<file path="src/rtl/if_id_fetch_stage.sv">
// RV32I instruction fetch over a req/ack memory port, plus the IF/ID pipeline register.
// Latency: an instruction reaches ID one edge after its ack; one per cycle when ack is same-cycle.
// Backpressure: load hazard holds ID and parks one fetched word; branch hazard flushes ID and redirects.
module if_id_fetch_stage #(
   parameter int                  NB_ADDR   = 32,
   parameter int                  NB_INSTR  = 32,
   parameter logic [NB_ADDR-1:0]  RESET_PC  = '0,
   parameter logic [NB_INSTR-1:0] NOP_INSTR = NB_INSTR'(32'h0000_0013)
) (
   input  logic                i_clk,
   input  logic                i_rst_n,
   input  logic                i_load_hazard,
   input  logic                i_branch_hazard,
   input  logic [NB_ADDR-1:0]  i_branch_target,
   output logic                o_imem_req,
   output logic [NB_ADDR-1:0]  o_imem_addr,
   input  logic                i_imem_ack,
   input  logic [NB_INSTR-1:0] i_imem_rdata,
   output logic                o_id_valid,
   output logic [NB_ADDR-1:0]  o_id_pc,
   output logic [NB_INSTR-1:0] o_id_instr
);

   typedef enum logic [1:0] {
      ST_BOOT,
      ST_FETCH,
      ST_DRAIN,
      ST_HOLD
   } state_t;

   typedef struct packed {
      logic [NB_ADDR-1:0]  pc;
      logic [NB_INSTR-1:0] instr;
   } slot_t;

   localparam logic [NB_ADDR-1:0] ALIGN_MASK = {{(NB_ADDR-2){1'b1}}, 2'b00};

   state_t             state, state_nxt;
   logic [NB_ADDR-1:0] pc, pc_nxt;
   logic [NB_ADDR-1:0] tgt, tgt_nxt;
   slot_t              hold_buf, hold_buf_nxt;
   logic               id_vld, id_vld_nxt;
   slot_t              id_q, id_nxt;
   logic               id_flush;

   logic [NB_ADDR-1:0] target_al;
   logic [NB_ADDR-1:0] pc_inc;

   assign target_al = i_branch_target & ALIGN_MASK;
   assign pc_inc    = pc + NB_ADDR'(4);

   always_ff @(posedge i_clk or negedge i_rst_n) begin
      if (!i_rst_n) begin
         state    <= ST_BOOT;
         pc       <= RESET_PC;
         tgt      <= '0;
         hold_buf <= '0;
         id_vld   <= 1'b0;
         id_q     <= '{pc: '0, instr: NOP_INSTR};
      end else begin
         state    <= state_nxt;
         pc       <= pc_nxt;
         tgt      <= tgt_nxt;
         hold_buf <= hold_buf_nxt;
         id_vld   <= id_vld_nxt;
         id_q     <= id_nxt;
      end
   end

   always_comb begin
      state_nxt    = state;
      pc_nxt       = pc;
      tgt_nxt      = tgt;
      hold_buf_nxt = hold_buf;
      id_vld_nxt   = id_vld;
      id_nxt       = id_q;
      id_flush     = 1'b0;

      case (state)
         ST_BOOT: begin
            state_nxt = ST_FETCH;
         end

         ST_FETCH: begin
            if (i_branch_hazard) begin
               id_flush = 1'b1;
               if (i_imem_ack) begin
                  pc_nxt = target_al;
               end else begin
                  tgt_nxt   = target_al;
                  state_nxt = ST_DRAIN;
               end
            end else if (i_imem_ack) begin
               pc_nxt = pc_inc;
               if (i_load_hazard) begin
                  hold_buf_nxt = '{pc: pc, instr: i_imem_rdata};
                  state_nxt    = ST_HOLD;
               end else begin
                  id_vld_nxt = 1'b1;
                  id_nxt     = '{pc: pc, instr: i_imem_rdata};
               end
            end else if (!i_load_hazard) begin
               id_flush = 1'b1;
            end
         end

         // Address must stay put until the in-flight request acks; its data is stale.
         ST_DRAIN: begin
            if (i_branch_hazard) begin
               tgt_nxt = target_al;
            end
            if (i_imem_ack) begin
               pc_nxt    = i_branch_hazard ? target_al : tgt;
               state_nxt = ST_FETCH;
            end
            if (i_branch_hazard || !i_load_hazard) begin
               id_flush = 1'b1;
            end
         end

         ST_HOLD: begin
            if (i_branch_hazard) begin
               id_flush  = 1'b1;
               pc_nxt    = target_al;
               state_nxt = ST_FETCH;
            end else if (!i_load_hazard) begin
               id_vld_nxt = 1'b1;
               id_nxt     = hold_buf;
               state_nxt  = ST_FETCH;
            end
         end

         default: begin
            state_nxt = ST_BOOT;
         end
      endcase

      // Bubble keeps the previous pc; only valid and instr are meaningful.
      if (id_flush) begin
         id_vld_nxt   = 1'b0;
         id_nxt.instr = NOP_INSTR;
      end
   end

   assign o_imem_req  = (state == ST_FETCH) || (state == ST_DRAIN);
   assign o_imem_addr = pc;
   assign o_id_valid  = id_vld;
   assign o_id_pc     = id_q.pc;
   assign o_id_instr  = id_q.instr;

endmodule

</file>
<file path="config.mk">
export PLATFORM = sky130hd
export DESIGN_NAME = if_id_fetch_stage
export DESIGN_NICKNAME = d
export VERILOG_FILES = /design/src/rtl/if_id_fetch_stage.sv
export SDC_FILE = /design/constraint.sdc
export NUM_CORES = 1
export LEC_CHECK = 0
export CAP_MARGIN = 20
export CELL_PAD_IN_SITES_DETAIL_PLACEMENT = 1
export CELL_PAD_IN_SITES_GLOBAL_PLACEMENT = 1
export CORE_ASPECT_RATIO = 1.25
export CORE_UTILIZATION = 45
export CTS_CLUSTER_DIAMETER = 200
export CTS_CLUSTER_SIZE = 10
export DETAILED_ROUTE_END_ITERATION = 16
export PLACE_DENSITY_LB_ADDON = 0.1
export SYNTH_ARGS = -nofsm -noshare
export SYNTH_HDL_FRONTEND = slang
export SYNTH_SLANG_ARGS = --single-unit
</file>
<file path="constraint.sdc">
create_clock -name i_clk -period 3.92 [get_ports i_clk]
set_input_delay 0.98 -clock i_clk [delete_from_list [all_inputs] [get_ports i_clk]]
set_output_delay 0.98 -clock i_clk [all_outputs]
set_load 0.05 [all_outputs]
</file>
==> results of run 1 <==
## synth_stat cells, types with 3 or more instances
master | number | area [um2]
nor2b_1 | 10 | 62.6
nand3_1 | 10 | 50.1
nor3b_1 | 3 | 22.5
dfrtp_1 | 192 | 4800
buf_2 | 19 | 95.1
nand2_1 | 66 | 248
a22oi_1 | 6 | 45.0
mux2_2 | 121 | 1360
dfstp_2 | 3 | 78.8
a221oi_1 | 19 | 166
nand4_1 | 14 | 87.6
a22o_1 | 5 | 43.8
and4_1 | 4 | 35.0
clkbuf_1 | 30 | 113
mux2i_1 | 64 | 641
and3_1 | 7 | 43.8
a211o_1 | 3 | 26.3
ha_1 | 5 | 62.6
buf_1 | 3 | 11.3
a21oi_1 | 28 | 140
o22ai_1 | 6 | 37.5
a31oi_1 | 4 | 25.0
nor4_1 | 4 | 25.0
a222oi_1 | 3 | 30.0
nor3_1 | 9 | 45.0
buf_4 | 7 | 52.6
inv_1 | 9 | 33.8
o21ai_0 | 81 | 405
or3_1 | 7 | 43.8
and2_1 | 3 | 18.8
o31ai_1 | 4 | 30.0
o211ai_1 | 3 | 22.5
nor2_1 | 47 | 176
## per-stage QoR
stage	hold WS, ps	instance area [um2]	utilization	setup WS, ps	instances
after floorplan	450	9370	-	1520	831
after detailed placement	474	11300	0.556	434	1219
after global placement	460	11300	0.556	548	1219
after CTS	490	11900	0.585	763	1251
after global routing	513	11900	0.587	696	1253
final	486	11900	0.587	773	1253
## layout make-up
| type | count | share of cell area |
|---|---|---|
| sequential | 195 | 0.411 |
| multi-input combinational | 565 | 0.353 |
| timing repair buffer | 180 | 0.153 |
| clock buffer | 19 | 0.0373 |
| tap | 270 | 0.0284 |
| clock inverter | 13 | 0.0134 |
| inverter | 10 | 0.00316 |
| antenna | 1 | 0.000211 |
## power groups by stage
stage	Sequential [mW]	Clock (mW)	Combinational [mW]
4_1_cts	3.76	1.86	5.71
6_report	3.76	1.81	5.66
3_5_place_dp	3.79	0	5.68
5_1_grt	3.90	1.92	6.06
2_1_floorplan	5.01	0	2.58
3_3_place_gp	3.69	0	5.47
## state kept, by name, summed over array words and instances (netlist names)
register and cells:
o_id_valid 1, tgt 32, o_id_pc 32, o_id_instr 32
o_imem_addr 32, hold_buf 64, state 2
## logic make-up (layout without fill, tap and decap cells)
kind of cell,after synthesis,after routing,synth area share
buf+inv,71,222,0.0347
fa+ha+maj,5,5,0.00668
xor+xnor,4,4,0.00374
mux,185,185,0.214
other cells,0,1,0
simple gates,193,193,0.0997
compound gates,178,178,0.120
flops,195,195,0.521
## layer usage
layer | up-vias | GRT usage
li1 | 3303 | -
met1 | 3714 | 0.307
met2 | 161 | 0.437
met3 | 36 | 0.0563
met4 | 0 | 0.0909
met5 | - | 0
## final timing paths
| check | startpoint | end | slack [ps] | depth (start not counted) |
|---|---|---|---|---|
| worst min register to register | o_id_pc[22] | o_id_pc[22] | 490 | 2 |
| max in group asynchronous | i_rst_n | o_id_pc[7] | 2510 | 2 |
| worst max register to register | state[0] | o_id_instr[8] | 1000 | 6 |
| worst max-delay path | state[0] | o_imem_req | 770 | 3 |
| min in group asynchronous | i_rst_n | o_id_pc[20] | 610 | 1 |
| worst min-delay path | o_id_pc[22] | o_id_pc[22] | 490 | 2 |
## worst min-delay path, cell delays in order, from the launching register on
cell     delay [ps]
dfrtp_1         350
nand2_1          50
o21ai_0          60
## cells in the final DEF (no fill, tap or decap), types with 3 or more instances in the layout
| cell | netlist | final |
|---|---|---|
| o21ai_0 | 81 | 81 |
| nor2_1 | 47 | 47 |
| a31oi_1 | 4 | 4 |
| dfrtp_1 | 192 | 192 |
| mux2_2 | 121 | 121 |
| a22o_1 | 5 | 5 |
| a21oi_1 | 28 | 27 |
| a211o_1 | 3 | 3 |
| nor4_1 | 4 | 4 |
| clkdlybuf4s50_1 | 0 | 163 |
| buf_12 | 0 | 3 |
| a22oi_1 | 6 | 6 |
| dfstp_2 | 3 | 3 |
| nor3_1 | 9 | 8 |
| a221oi_1 | 19 | 19 |
| o22ai_1 | 6 | 6 |
| inv_6 | 0 | 6 |
| ha_1 | 5 | 4 |
| nor2b_1 | 10 | 10 |
| buf_4 | 7 | 12 |
| o31ai_1 | 4 | 4 |
| and2_1 | 3 | 3 |
| nand4_1 | 14 | 14 |
| and4_1 | 4 | 4 |
| inv_1 | 9 | 9 |
| mux2i_1 | 64 | 64 |
| nand2_1 | 66 | 66 |
| a222oi_1 | 3 | 3 |
| clkbuf_16 | 0 | 17 |
| nor3b_1 | 3 | 3 |
| and3_1 | 7 | 7 |
| or3_1 | 7 | 6 |
| inv_8 | 0 | 3 |
| o211ai_1 | 3 | 3 |
| nand3_1 | 10 | 10 |
==> results.md, run 1 <==
* Status: complete, no violations
* Multi-input gate area at 4200 um2
* DRT iter0 DRCs at 377
* Crit path buf inv count at 2
* CTS tree: yes
* RSZ-0062 raised after global routing: false
* Residual DRC at 0
* Crit-path max cell delay at 830 ps
* Area growth, synth to finish at 26.9%
* Final min period at 3150 ps
* Worst setup EP type: primary output
* Synth Instances at 831
* Num CTS Buffers at 17
* Layout Nets at roughly 1,000
* Worst setup SP type: register
* Internal at 6.20 mW
* Synth Net Count at between 900 and 1,000
* Most used DFF post-synth: dfrtp_1
* H-tree Lvls at 4
* Metal-1 WL at 10,600 um
* Die Y-Extent at 163 um
* TNS Setup at 0 ps
* Final Hold Viols at 0
* DR WL met3 at 1170 um
* Max_slew headroom at 0.399
* Clock share of power at 0.161
* Initial Utilization at 0.463
* Logic pwr share at 0.504
* First-pass GRT wire length at 41,500 um
* Boundary pin count at 167
* Max Used Layer: met4
* Worst hold-check path type: register to register
* Die W at 131 um
* Switching Power at approximately 5 mW
* Unique cell type count in the Yosys netlist at 60
* GRT overflow at 0
* Fillers at 2,058
* Port buffer count at 164
* Power per cell area at 945 nW/um2
* Cell row count at 58
* WL/cell at approximately 20 um
* Syn Area/Cell at 11.3 um2
* Vias at between 7,000 and 8,000
* FF+latch count, synth at 195
* Largest delay contributor family on the critical path: buffers and inverters
* Clock sink total at a little under 200
* EDFF count, synth at 0
* Worst Path Arrival at 2170 ps
* Metal2 WL at 13,400 um
* Vias per inst at 5.76
* Largest net degree at the start of global routing at 91
* Setup Skew at roughly 12 ps
* CTS Root Cell: clkbuf_16
* CORE AREA at 20,200 um2
* Antenna viol nets, final at 0
* CTS clk-pin slew, worst paths at roughly 70 ps
* Initial DRT Pass Iterations at 4
* Fin crit share at 0.803
* Register area at 4880 um2
* Max_cap viols at 0
* Critical Path RT at a little under 3000 ps
* CP max stage cell: clkdlybuf4s50_1
* Part of the power in registers at 0.335
* Leakage at 4.97 nW
* Sequential element share of the synthesized area at 0.521
* GRT Util Overall at 0.253
* Clock Path Buffers at 2
* Die ar. at ~21,000 um2
* Async SR Flop Fraction at 1.00
* WL final at between 20,000 and 30,000 um
* GPL Wtd Cong at 0.811
* Resized cells post-CTS at 0
* Postcts setup bufs at 0
* Post-CTS Hold Buffers at 0
* Sw Ratio at 0.448
* Worst path cell trace: inv_1 -> ha_1 -> clkdlybuf4s50_1
* Peak supply drop at 440 uV
* Number of global-route vias before repair at 7,907
* Post-Syn Area at between 9000 and 10,000 um2
* Final count of pins violating max slew at 0
* Max FO, Critical Path at 6
* Worst-skew pair later-pin latency at 440 ps
* Least-Margin Pin Slew at 902 ps
* Setup violations, final at 0
* YS warnings at 0
* Total chip power at about 11 mW
* Share of post-route cells with drive strength above 1 at 0.186
* Initial antenna violation count at 1
* Critical path class: register to primary output
* Fmax at 0.318 GHz
* DPL Wire Length at 17,200 um
Note: power is estimated with default switching activity, not from simulation.
==> run 2, diff against run 1 <==
--- a/config.mk
+++ b/config.mk
@@ -9,7 +9,7 @@
 export CELL_PAD_IN_SITES_DETAIL_PLACEMENT = 1
 export CELL_PAD_IN_SITES_GLOBAL_PLACEMENT = 1
 export CORE_ASPECT_RATIO = 1.25
-export CORE_UTILIZATION = 45
+export CORE_UTILIZATION = 42
 export CTS_CLUSTER_DIAMETER = 200
 export CTS_CLUSTER_SIZE = 10
 export DETAILED_ROUTE_END_ITERATION = 16
==> constraint.sdc (replaced) <==
create_clock -name i_clk -period 3 [get_ports i_clk]
set_input_delay 0.75 -clock i_clk [delete_from_list [all_inputs] [get_ports i_clk]]
set_output_delay 0.75 -clock i_clk [all_outputs]
set_load 0.05 [all_outputs]
==> results.md, run 2 (synthesis gave the netlist of run 1 again) <==
* CTS Root Cell: clkbuf_16
* Worst setup EP type: primary output
* Placed cell areas at 11,400 um2 (+1.4%)
* Die ar. at 22,900 um2 (+7.0%)
* Cell count after placement at 1,243 (+2.0%)
* DRT iter0 DRCs at 346 (-8.2%)
* Worst hold-check path type: input pin to asynchronous set/reset pin
* Setup violations, final at 0 (unchanged)
* Num CTS Buffers at 17 (unchanged)
* Worst path cell trace: clkdlybuf4s50_1
* Initial Utilization at 0.432 (-0.0309)
* Setup Skew at 11.1 ps (-0.485 ps)
* Area growth, synth to finish at 28.1%
* Max_slew headroom at 0.578 (+0.179)
* Cell row count at 60 (+3.4%)
* RSZ-0062 raised after global routing: false
* Vias per inst at 5.68 (-1.3%)
* Max FO, Critical Path at 11 (+5)
* Final count of pins violating max slew at 0 (unchanged)
* Fmax at 0.382 GHz
* Power per cell area at 1220 nW/um2 (+29%)
* Layout Nets at 1,057 (+1.3%)
* Residual DRC at 0 (unchanged)
* Number of global-route vias before repair at 8,131 (+2.8%)
* CTS tree: yes
* Total chip power at 14.7 mW (+31%)
* Layout Cells excl Fill at 1,276 (+1.8%)
* Die Y-Extent at 169 um (+3.5%)
* Share of post-route cells with drive strength above 1 at 0.199 (+0.0124)
* Worst setup SP type: register
* Leading cell types in the layout, fill and taps excluded: dfrtp_1 (192), clkdlybuf4s50_1 (162), mux2_2 (121), o21ai_0 (81), nand2_1 (66)
* Leakage at 5.05 nW (+1.5%)
* Commonest non-fill, non-tap cell in the layout: dfrtp_1
* Design Area, Final at 12,000 um2 (+0.93%)
* Largest delay contributor family on the critical path: buffers and inverters
* Clock sink total at 195 (unchanged)
* Fin crit share at 0.872
* Status: complete, no violations
* Final min period at 2620 ps
* Worst Path Arrival at 1870 ps (-300 ps)
* Crit-path max cell delay at 880 ps (+50 ps)
* Least-Margin Pin Slew at 628 ps (-274 ps)
* First-pass GRT wire length at 43,100 um (+3.8%)
* Final core occ at 0.553 (-0.0341)
* GRT overflow at 0 (unchanged)
* Clock Path Buffers at 2 (unchanged)
* CTS clk-pin slew, worst paths at 70 ps (about the same)
* Vias at 7,251 (+0.51%)
* Port buffer count at 164 (unchanged)
* Worst-skew pair later-pin latency at 430 ps (about the same)
* WL/cell at 20.3 um (-0.70%)
* Peak supply drop at 626 uV (+42%)
* Critical path class: register to primary output
* Die W at 136 um (+3.5%)
* DPL Wire Length at 17,600 um (+2.3%)
* Boundary pin count at 167 (unchanged)
* Initial antenna violation count at 1 (unchanged)
* Final Hold Viols at 0 (unchanged)
* Number of flip-flops in the largest register at 64 (unchanged)
* GRT Util Overall at 0.241 (-0.0116)
* TNS Setup at 0 ps (unchanged)
* Crit path buf inv count at 1 (-1)
* H-tree Lvls at 4 (unchanged)
* Top register by number of flip-flops: hold_buf
* GPL Wtd Cong at 0.799 (-1.5%)
* Antenna viol nets, final at 0 (unchanged)
* Postcts setup bufs at 0 (unchanged)
* CP max stage cell: clkdlybuf4s50_1
* Critical Path RT at 2250 ps (-690 ps)
* CORE AREA at 21,700 um2 (+7.2%)
* Largest net degree at the start of global routing at 86 (-5.5%)
* WL final at 25,900 um (+1.1%)
* Max_cap viols at 0 (unchanged)
* Initial DRT Pass Iterations at 4 (unchanged)
## run 2: cell types whose count changed in the layout (fill, tap and decap cells not counted), sizes merged
cell,before,now
bufinv,2,1
clkinv,2,7
inv,18,15
clkdlybuf4s50,163,162
buf,16,30
clkinvlp,1,0
dlymetal6s2s,0,1
## run 2: per-stage QoR
stage | worst slack (ps) | hold slack, ps
floorplan | 732 | 450
global placement | 156 | 461
detailed placement | 99.1 | 475
CTS | 56.8 | 282
global route | 314 | 294
finish | 384 | 258
## run 2: final timing paths
check,cells past startpoint,slack (ps),endpoint,startpoint
worst min-delay path,1,260,o_id_pc[23],i_rst_n
worst max register to register,7,550,o_imem_addr[19],state[1]
min in group i_clk,2,480,o_id_pc[18],o_id_pc[18]
max in group asynchronous,2,1880,o_id_instr[1],i_rst_n
worst min register to register,2,480,o_id_pc[18],o_id_pc[18]
worst max-delay path,1,380,o_imem_addr[6],o_imem_addr[6]
## run 2: power by group
group	internal [mW]	total, mW	switching (mW)
clock	1.21	2.27	1.06
combinational	3.05	7.50	4.45
sequential	3.87	4.90	1.04
## run 2: cell type report
type	instances	area, um2
multi-input combinational	565	4200
sequential	195	4880
clock buffer	19	453
inverter	10	37.5
antenna	1	2.50
tap	279	349
timing repair buffer	194	1950
fill	2254	9700
clock inverter	13	123
## run 2: what timing repair did
| action | in CTS | in global routing |
|---|---|---|
| endpoints found under the hold margin | 0 | 0 |
| setup endpoints to repair | 0 | 1 |
| gates resized for setup | 0 | 1 |
| hold buffers | 0 | 0 |
## run 2: per-layer routing
metal / vias up / wire, um / global-route usage / part of all wire
li1: 3329 / - / - / -
met1: 3714 / 10600 / 0.285 / 0.41
met2: 173 / 13400 / 0.428 / 0.52
met3: 35 / 1250 / 0.0488 / 0.048
met4: 0 / 600 / 0.0879 / 0.023
met5: - / 0 / 0 / 0
==> run 3, diff against run 2 <==
--- a/config.mk
+++ b/config.mk
@@ -9,7 +9,7 @@
 export CELL_PAD_IN_SITES_DETAIL_PLACEMENT = 1
 export CELL_PAD_IN_SITES_GLOBAL_PLACEMENT = 1
 export CORE_ASPECT_RATIO = 1.25
-export CORE_UTILIZATION = 42
+export CORE_UTILIZATION = 45
 export CTS_CLUSTER_DIAMETER = 200
 export CTS_CLUSTER_SIZE = 10
 export DETAILED_ROUTE_END_ITERATION = 16
==> constraint.sdc (replaced) <==
create_clock -name i_clk -period 3.2 [get_ports i_clk]
set_input_delay 0.8 -clock i_clk [delete_from_list [all_inputs] [get_ports i_clk]]
set_output_delay 0.8 -clock i_clk [all_outputs]
set_load 0.05 [all_outputs]
==> results.md, run 3 (synthesis gave the netlist of run 1 again) <==
* Post-CTS Hold Buffers at 0 (unchanged)
* Max_cap viols at 0 (unchanged)
* Die Y-Extent at 163 um (-3.4%)
* Initial Utilization at 0.463 (+0.0309)
* Worst-skew pair later-pin latency at 430 ps (about the same)
* Initial DRT Pass Iterations at 4 (unchanged)
* Top register by number of flip-flops: hold_buf
* Final min period at 2940 ps
* CP max stage cell: clkdlybuf4s50_1
* CORE AREA at 20,200 um2 (-6.7%)
* Clock Path Buffers at 2 (unchanged)
* CTS tree: yes
* Flop2flop setup slack at 620 ps (+70 ps)
* Number of flip-flops in the largest register at 64 (unchanged)
* Design Area, Final at 12,000 um2 (about the same)
* Worst setup SP type: register
* Vias at 7,282 (+0.43%)
* Status: complete, no violations
* Diode count at 0 (-1)
* Die W at 131 um (-3.3%)
* Commonest non-fill, non-tap cell in the layout: dfrtp_1
* Vias per inst at 5.75 (+1.2%)
* Boundary pin count at 167 (unchanged)
* Sw Ratio at 0.445 (-0.00153)
* Share of post-route cells with drive strength above 1 at 0.196 (-0.00301)
* Number of global-route vias before repair at 8,167 (+0.44%)
* Switching Power at 6.14 mW (-6.2%)
* R2R Path Start: state[0]
* H-tree Lvls at 4 (unchanged)
* Leakage at 5.03 nW (-0.29%)
* Port buffer count at 164 (unchanged)
* Residual DRC at 0 (unchanged)
* Area growth, synth to finish at 28.1% (about the same)
* Final Hold Viols at 0 (unchanged)
* CTS Root Cell: clkbuf_16
* Peak supply drop at 633 uV (+1.0%)
* Layout Cells excl Fill at 1,266 (-0.78%)
* GRT overflow at 0 (unchanged)
* GRT Util Overall at 0.255 (+0.0134)
* TNS Setup at 0 ps (unchanged)
* Critical path class: register to primary output
* Worst slack at placement at 245 ps (+146 ps)
* Critical Path RT at 2400 ps (+150 ps)
* WL final at 25,700 um (-0.65%)
* Layout Nets at 1,057 (unchanged)
* Worst Path Arrival at 2140 ps (+270 ps)
* Worst setup EP type: primary output
* Final worst-path setup slack at 262 ps (-121 ps)
* Max_slew headroom at 0.440 (-0.138)
* Max FO, Critical Path at 6 (-5)
* Part of the power in registers at 0.332 (-0.002)
* Clock sink total at 195 (unchanged)
* Die ar. at 21,400 um2 (-6.6%)
* Initial antenna violation count at 1 (unchanged)
* Final count of pins violating max slew at 0 (unchanged)
* Worst Reg-to-Reg Cells at 6 (-1)
* Setup violations, final at 0 (unchanged)
* Final core occ at 0.593 (+0.0398)
* Largest net degree at the start of global routing at 72 (-16%)
* Least-Margin Pin Slew at 833 ps (+205 ps)
* Antenna viol nets, final at 0 (unchanged)
* Cell count after placement at 1,234 (-0.72%)
* Logic pwr share at 0.511 (about the same)
* Placed cell areas at 11,400 um2 (about the same)
* Setup Skew at 7.26 ps (-3.85 ps)
* Worst path cell trace: inv_1 -> ha_1 -> clkdlybuf4s50_1
* Power per cell area at 1150 nW/um2 (-5.9%)
* Worst hold margin at 366 ps (+108 ps)
* R2R Path End: o_id_instr[20]
* Fin crit share at 0.918
* DRT iter0 DRCs at 457 (+32%)
* Fmax at about 0.34 GHz
* First-pass GRT wire length at 42,000 um (-2.5%)
* DPL Wire Length at 18,000 um (+1.8%)
* Leading cell types in the layout, fill and taps excluded: dfrtp_1 (192), clkdlybuf4s50_1 (163), mux2_2 (121), o21ai_0 (81), nand2_1 (66)
* Internal at 7.67 mW (-5.6%)
* Cell row count at 58 (-3.3%)
* Postcts setup bufs at 0 (unchanged)
* WL/cell at 20.3 um (+0.14%)
* Resized cells post-CTS at 0 (unchanged)
* CTS clk-pin slew, worst paths at 70 ps (about the same)
* Num CTS Buffers at 17 (unchanged)
* Worst hold-check path type: input pin to asynchronous set/reset pin
* Crit-path max cell delay at 830 ps (-50 ps)
* Clock share of power at 0.156 (about the same)
* RSZ-0062 raised after global routing: false
* Total chip power at 13.8 mW (-5.9%)
* GPL Wtd Cong at 0.860 (+7.7%)
[run 3: area by class of cell]
type / count / area [um2]
fill: 2099 / 8250
sequential: 195 / 4880
multi-input combinational: 565 / 4200
timing repair buffer: 194 / 1960
clock buffer: 20 / 437
tap: 270 / 338
clock inverter: 12 / 148
inverter: 10 / 37.5
[run 3: worst max path at each step]
stage | start | end | slack, ps
after floorplan | o_imem_addr[2] | o_imem_addr[28] | 930
after global placement | i_branch_hazard | o_imem_addr[27] | 340
after detailed placement | i_load_hazard | o_id_instr[26] | 250
after CTS | state[0] | o_imem_req | 260
after global routing | state[0] | o_imem_req | 180
final | state[0] | o_imem_req | 260
[run 3: worst max-delay path: cells and delay by family, from the launching register on]
family	cells	cell delay, ps
adders and majority gates	1	300
DFF	1	480
buffers and inverters	2	930
[run 3: power by group through the flow]
stage                     logic [mW]  registers [mW]  clock network (mW)
after floorplan                 3.16            6.14                   0
final                           7.06            4.59                2.16
after global placement          6.84            4.51                   0
after detailed placement        7.11            4.63                   0
after CTS                       7.15            4.59                2.21
after global routing            7.54            4.76                2.28
[run 3: metal layers]
metal / track usage / part of all wire
met1: 0.302 / 0.41
met2: 0.450 / 0.53
met3: 0.0570 / 0.043
met4: 0.0873 / 0.020
met5: 0 / 0
